## config.mk

```make
export PLATFORM = sky130hd
export DESIGN_NAME = uart_tx_fifo
export DESIGN_NICKNAME = d
export VERILOG_FILES = /design/src/rtl/uart_tx_fifo.sv
export SDC_FILE = /design/constraint.sdc
export NUM_CORES = 1
export LEC_CHECK = 0
export BUFFER_PORTS_ARGS = -buffer_cell sky130_fd_sc_hd__buf_2
export CELL_PAD_IN_SITES_DETAIL_PLACEMENT = 0
export CELL_PAD_IN_SITES_GLOBAL_PLACEMENT = 1
export CORE_MARGIN = 2
export CORE_UTILIZATION = 37
export DETAILED_ROUTE_END_ITERATION = 8
export GPL_ROUTABILITY_DRIVEN = 0
export GPL_TIMING_DRIVEN = 0
export PLACE_DENSITY = 0.64
export SYNTH_ARGS = -nofsm -noshare
export SYNTH_HDL_FRONTEND = slang
export SYNTH_SLANG_ARGS = --single-unit
```

## constraint.sdc

```tcl
create_clock -name sysclk -period 3 [get_ports sysclk]
set_input_delay 0.75 -clock sysclk [delete_from_list [all_inputs] [get_ports sysclk]]
set_output_delay 0.75 -clock sysclk [all_outputs]
set_load 0.05 [all_outputs]
```

## src/rtl/uart_tx_fifo.sv

```systemverilog
// uart_tx_fifo: buffered UART transmitter.
// Words are queued through a valid/ready handshake into a small FIFO, then
// serialised as start bit, N data bits LSB first and STOP_BITS stop bits.
// tx_o, busy_o and count_o are registered; ready_o decodes the registered count.
module uart_tx_fifo #(
    parameter int N         = 8,
    parameter int PSCALER   = 1,
    parameter int DIV       = 10,
    parameter int DEPTH     = 4,
    parameter int STOP_BITS = 1
) (
    input  logic                         sysclk,
    input  logic                         reset,
    input  logic [N-1:0]                 data_i,
    input  logic                         valid_i,
    output logic                         ready_o,
    output logic                         tx_o,
    output logic                         busy_o,
    output logic [$clog2(DEPTH+1)-1:0]   count_o
);

    // Field widths; single-value counters still get one bit so they exist.
    localparam int CW = $clog2(DEPTH + 1);
    localparam int AW = $clog2(DEPTH);
    localparam int PW = (PSCALER > 1) ? $clog2(PSCALER) : 1;
    localparam int DW = (DIV > 1) ? $clog2(DIV) : 1;
    localparam int BW = $clog2(N + 1);

    localparam logic [PW-1:0] PRE_LAST  = PW'(PSCALER - 1);
    localparam logic [DW-1:0] TICK_LAST = DW'(DIV - 1);
    localparam logic [BW-1:0] DATA_LAST = BW'(N - 1);
    localparam logic [BW-1:0] STOP_LAST = BW'(STOP_BITS - 1);
    localparam logic [CW-1:0] FULL      = CW'(DEPTH);

    typedef enum logic [1:0] {
        IDLE  = 2'd0,
        START = 2'd1,
        DATA  = 2'd2,
        STOP  = 2'd3
    } state_t;

    // FIFO storage and bookkeeping
    logic [N-1:0]  mem [DEPTH];
    logic [AW-1:0] wr_ptr_reg;
    logic [AW-1:0] rd_ptr_reg;
    logic [CW-1:0] count_reg;
    logic [CW-1:0] count_next;

    // Transmit engine
    state_t        state_reg;
    state_t        state_next;
    logic [N-1:0]  sh_reg;
    logic [N-1:0]  sh_next;
    logic [BW-1:0] bit_reg;
    logic [BW-1:0] bit_next;
    logic [PW-1:0] pre_reg;
    logic [PW-1:0] pre_next;
    logic [DW-1:0] tick_reg;
    logic [DW-1:0] tick_next;

    // Registered line outputs
    logic          tx_reg;
    logic          tx_next;
    logic          busy_reg;
    logic          busy_next;

    logic          push;
    logic          pop;
    logic          bit_end;
    logic          queued;

    assign ready_o = (count_reg != FULL);
    assign push    = valid_i && ready_o;
    assign queued  = (count_reg != '0);
    // A bit period ends when the prescaler and tick counter wrap together.
    assign bit_end = (pre_reg == PRE_LAST) && (tick_reg == TICK_LAST);

    assign tx_o    = tx_reg;
    assign busy_o  = busy_reg;
    assign count_o = count_reg;

    // FIFO write port; contents need no reset because the pointers are flushed.
    always_ff @(posedge sysclk) begin
        if (push) begin
            mem[wr_ptr_reg] <= data_i;
        end
    end

    // FIFO pointers and occupancy; pointers wrap naturally at DEPTH.
    always_ff @(posedge sysclk or posedge reset) begin
        if (reset) begin
            wr_ptr_reg <= '0;
            rd_ptr_reg <= '0;
            count_reg  <= '0;
        end else begin
            if (push) begin
                wr_ptr_reg <= wr_ptr_reg + AW'(1);
            end
            if (pop) begin
                rd_ptr_reg <= rd_ptr_reg + AW'(1);
            end
            count_reg <= count_next;
        end
    end

    // Occupancy update; a simultaneous push and pop leaves it unchanged.
    always_comb begin
        count_next = count_reg;
        case ({push, pop})
            2'b10:   count_next = count_reg + CW'(1);
            2'b01:   count_next = count_reg - CW'(1);
            default: count_next = count_reg;
        endcase
    end

    // Bit timer: held at zero while idle so every frame starts on a fresh bit.
    always_comb begin
        pre_next  = '0;
        tick_next = '0;
        if (state_reg != IDLE) begin
            if (pre_reg == PRE_LAST) begin
                pre_next  = '0;
                tick_next = (tick_reg == TICK_LAST) ? '0 : tick_reg + DW'(1);
            end else begin
                pre_next  = pre_reg + PW'(1);
                tick_next = tick_reg;
            end
        end
    end

    // State register with the shift register, bit index, timer and outputs.
    always_ff @(posedge sysclk or posedge reset) begin
        if (reset) begin
            state_reg <= IDLE;
            sh_reg    <= '0;
            bit_reg   <= '0;
            pre_reg   <= '0;
            tick_reg  <= '0;
            tx_reg    <= 1'b1;
            busy_reg  <= 1'b0;
        end else begin
            state_reg <= state_next;
            sh_reg    <= sh_next;
            bit_reg   <= bit_next;
            pre_reg   <= pre_next;
            tick_reg  <= tick_next;
            tx_reg    <= tx_next;
            busy_reg  <= busy_next;
        end
    end

    // Next-state logic: frame sequencing and FIFO pops.
    always_comb begin
        state_next = state_reg;
        pop        = 1'b0;
        sh_next    = sh_reg;
        bit_next   = bit_reg;
        case (state_reg)
            IDLE: begin
                if (queued) begin
                    pop        = 1'b1;
                    sh_next    = mem[rd_ptr_reg];
                    state_next = START;
                end
            end
            START: begin
                if (bit_end) begin
                    bit_next   = '0;
                    state_next = DATA;
                end
            end
            DATA: begin
                if (bit_end) begin
                    sh_next = sh_reg >> 1;
                    if (bit_reg == DATA_LAST) begin
                        bit_next   = '0;
                        state_next = STOP;
                    end else begin
                        bit_next = bit_reg + BW'(1);
                    end
                end
            end
            STOP: begin
                if (bit_end) begin
                    if (bit_reg == STOP_LAST) begin
                        bit_next = '0;
                        // Chain straight into the next frame when one is queued.
                        if (queued) begin
                            pop        = 1'b1;
                            sh_next    = mem[rd_ptr_reg];
                            state_next = START;
                        end else begin
                            state_next = IDLE;
                        end
                    end else begin
                        bit_next = bit_reg + BW'(1);
                    end
                end
            end
            default: begin
                state_next = IDLE;
            end
        endcase
    end

    // Output decode from the upcoming state so the registered line is cycle-exact.
    always_comb begin
        tx_next   = 1'b1;
        busy_next = (state_next != IDLE);
        case (state_next)
            START:   tx_next = 1'b0;
            DATA:    tx_next = sh_next[0];
            default: tx_next = 1'b1;
        endcase
    end

endmodule
```

==> impl_metrics.ini <==
[status]
status = complete, no violations

[detailed_routing]
antenna_left = 0
dr.pass1.iters = 6
drt_iter0_drc = 61
routedWlPerCell_um = 14.4
viasPerCell = 4.84
routed_wl_um = 4800
post-route-drc-count = 0
vias = 1613

[sta]
clock.fmax_ghz = 0.365
fin_skew_ns = 0.00678
fin_setup_tns_ns = 0
worst_slew_pin_slew_ns = 1.05
rsz0062_at_grt = false
timing.final.max_slew_violations = 0
hold_viol = 0
fin_crit_sh_pct = 91.3
relSlewSlack_pct = 29.7
finalSetupViolCount = 0
min_period_ns = 2.74

[yosys]
synth_fp_nets = 228
synthCells = 202
syn_area_per_cell_um2 = 13.6
synth.most_common_cell = edfxtp_1
synth-warning-count = 0
ys_ff_latch = 59
synth_cell_types = 43
yosysSeqAreaShare_pct = 59.4
yosysTopAreaCell = edfxtp_1
async_flop_share_pct = 45.8
synth_area_leaders = edfxtp_1 (35%), dfrtp_1 (24%), mux4_2 (6.5%)
synth_top_cell_area_share_pct = 34.9
netlist_top_cells_count = edfxtp_1 (32), dfrtp_1 (26), inv_1 (17)
netlist_area_mm2 = 0.00276
synth_edf_count = 32
synth_ff_type = edfxtp_1

[layout]
nNetsFinal = 255
drive_above_1_share_pct = 22.2
fill_cells = 697
largest_reg_flops = 32
syn_to_final_growth_pct = 14.9
final_util_pct = 43.9
diodes = 0

[grt]
overflow = 0
grt_pass1_vias = 1661
grt_max_degree = 28
grt_pass1_wl_um = 8260
antenna_found_initial = 0
grtUsageTotal_pct = 13.2

[worst_hold_path]
holdCritStartpoint = tick_reg[0]
min_path_type = reg2reg

[power]
clock_power_share_pct = 34.9
powerDensity_mw_per_mm2 = 683
p_leak_nw = 1.30
power.switching_mw = 0.666
power.share.switching_pct = 30.7
combinationalPowerShare_pct = 17.1
intPower_mw = 1.50
ir_drop_mv = 0.360
seqPwrFrac_pct = 48.0

[floorplan]
die_h_um = 90.3
initial_core_util_pct = 38.2
fp.dieW_um = 90.3
ioPinCount = 17
rows = 31
core_mm2 = 0.00721
die_area_mm2 = 0.00816

[clocking]
postCtsHoldBufs = 0
clock-sinks = 59
clock_latency_ns = 0.34
cts.clk_slew.worst_paths_ns = 0.08
cts_tree = done
postCtsSetupBuffers = 0
htreeDepth = 3
cts.path.max_buffers = 2
ctsRootBufferMaster = clkbuf_8
cts-resized-gates = 0
cts_buffers = 9

[critical_path]
critPathArrivalTime_ns = 3.00
crit_path_end_kind = flop
worstPathMaxFanout = 10
timing.rr.start = state_reg[0]
crit_start = state_reg[0]
r2r_slack_ns = 0.26
start_kind = flop
critPathKind = reg2reg
required_ns = 3.26

[place]
io_buffers = 16
hpwl_um = 3280

[run]
cap_violations = 0
## cell usage in the layout, fill, tap and decap left out, drive strengths merged, types with 2 or more instances in the layout
cell type   n
a21o        2
a21oi      10
a22o       12
and3        4
and3b       2
buf        19
clkbuf     10
dfrtp      26
edfxtp     32
ha         14
inv        21
mux4        8
nand2      10
nand3       3
nand3b      2
nor2        9
nor3        8
o21ai       8
o21bai      2
or2         3
xnor2       6
xor2        3
## final timing paths
| check | to | cells after the start |
|---|---|---|
| min reg2reg | tick_reg[0] | 1 |
| max in group asynchronous | tick_reg[3] | 2 |
| max reg2reg | count_o[2] | 11 |
| max | count_o[2] | 11 |
| min | tick_reg[0] | 1 |
| min in group asynchronous | sh_reg[0] | 2 |
## cell families after synthesis
family / count (synthesis) / share of synthesized area, %
buffers and inverters: 21 / 3.09
AO/OA/AOI/OAI: 42 / 11.4
multiplexers: 9 / 6.90
adder cells (fa/ha/maj): 15 / 7.08
AND/OR/NAND/NOR: 47 / 9.26
XOR/XNOR: 9 / 2.86
flip-flops: 59 / 59.4
## worst max-delay path: stages (launching register included)
cell	delay [ns]
dfrtp_1	0.40
ha_1	0.15
buf_2	0.21
and4bb_2	0.29
a21oi_2	0.08
nor3_1	0.42
ha_1	0.28
inv_1	0.06
fa_1	0.37
xor2_1	0.15
nor2_1	0.11
xor2_1	0.15
## area by class of cell
type	instances	area, um2	area share [%]
clock inverter	7	83.8	2.65
timing repair buffer	16	80.1	2.53
buffer	4	21.3	0.671
multi-input combinational	122	1030	32.6
inverter	17	63.8	2.01
sequential	59	1640	51.7
clock buffer	9	124	3.91
tap	99	124	3.91
## routing by layer
| metal | track usage (%) | share of wire, % |
|---|---|---|
| met5 | 0 | 0 |
| met4 | 6.92 | 1.9 |
| met3 | 3.26 | 2.5 |
| met2 | 21.2 | 47 |
| met1 | 16.5 | 48 |
## power groups by stage
stage	Sequential, mW	Combinational [mW]	Clock (mW)
6_report	1.04	0.370	0.755
5_1_grt	1.05	0.412	0.815
4_1_cts	1.04	0.379	0.775
3_5_place_dp	1.06	0.378	0
3_3_place_gp	1.05	0.376	0
2_1_floorplan	1.12	0.211	0
## metrics by stage
| stage | power, mW | hold slack, ns | setup WS, ns | std cells | cell area, um2 |
|---|---|---|---|---|---|
| after floorplan | 1.33 | 0.466 | 0.237 | 202 | 2760 |
| after global routing | 2.28 | 0.528 | 0.0884 | 333 | 3170 |
| after CTS | 2.19 | 0.502 | 0.274 | 333 | 3170 |
| after detailed placement | 1.44 | 0.485 | 0.301 | 317 | 2960 |
| after global placement | 1.43 | 0.476 | 0.342 | 317 | 2960 |
| final | 2.17 | 0.501 | 0.261 | 333 | 3170 |
Note: power is estimated with default switching activity, not from simulation.
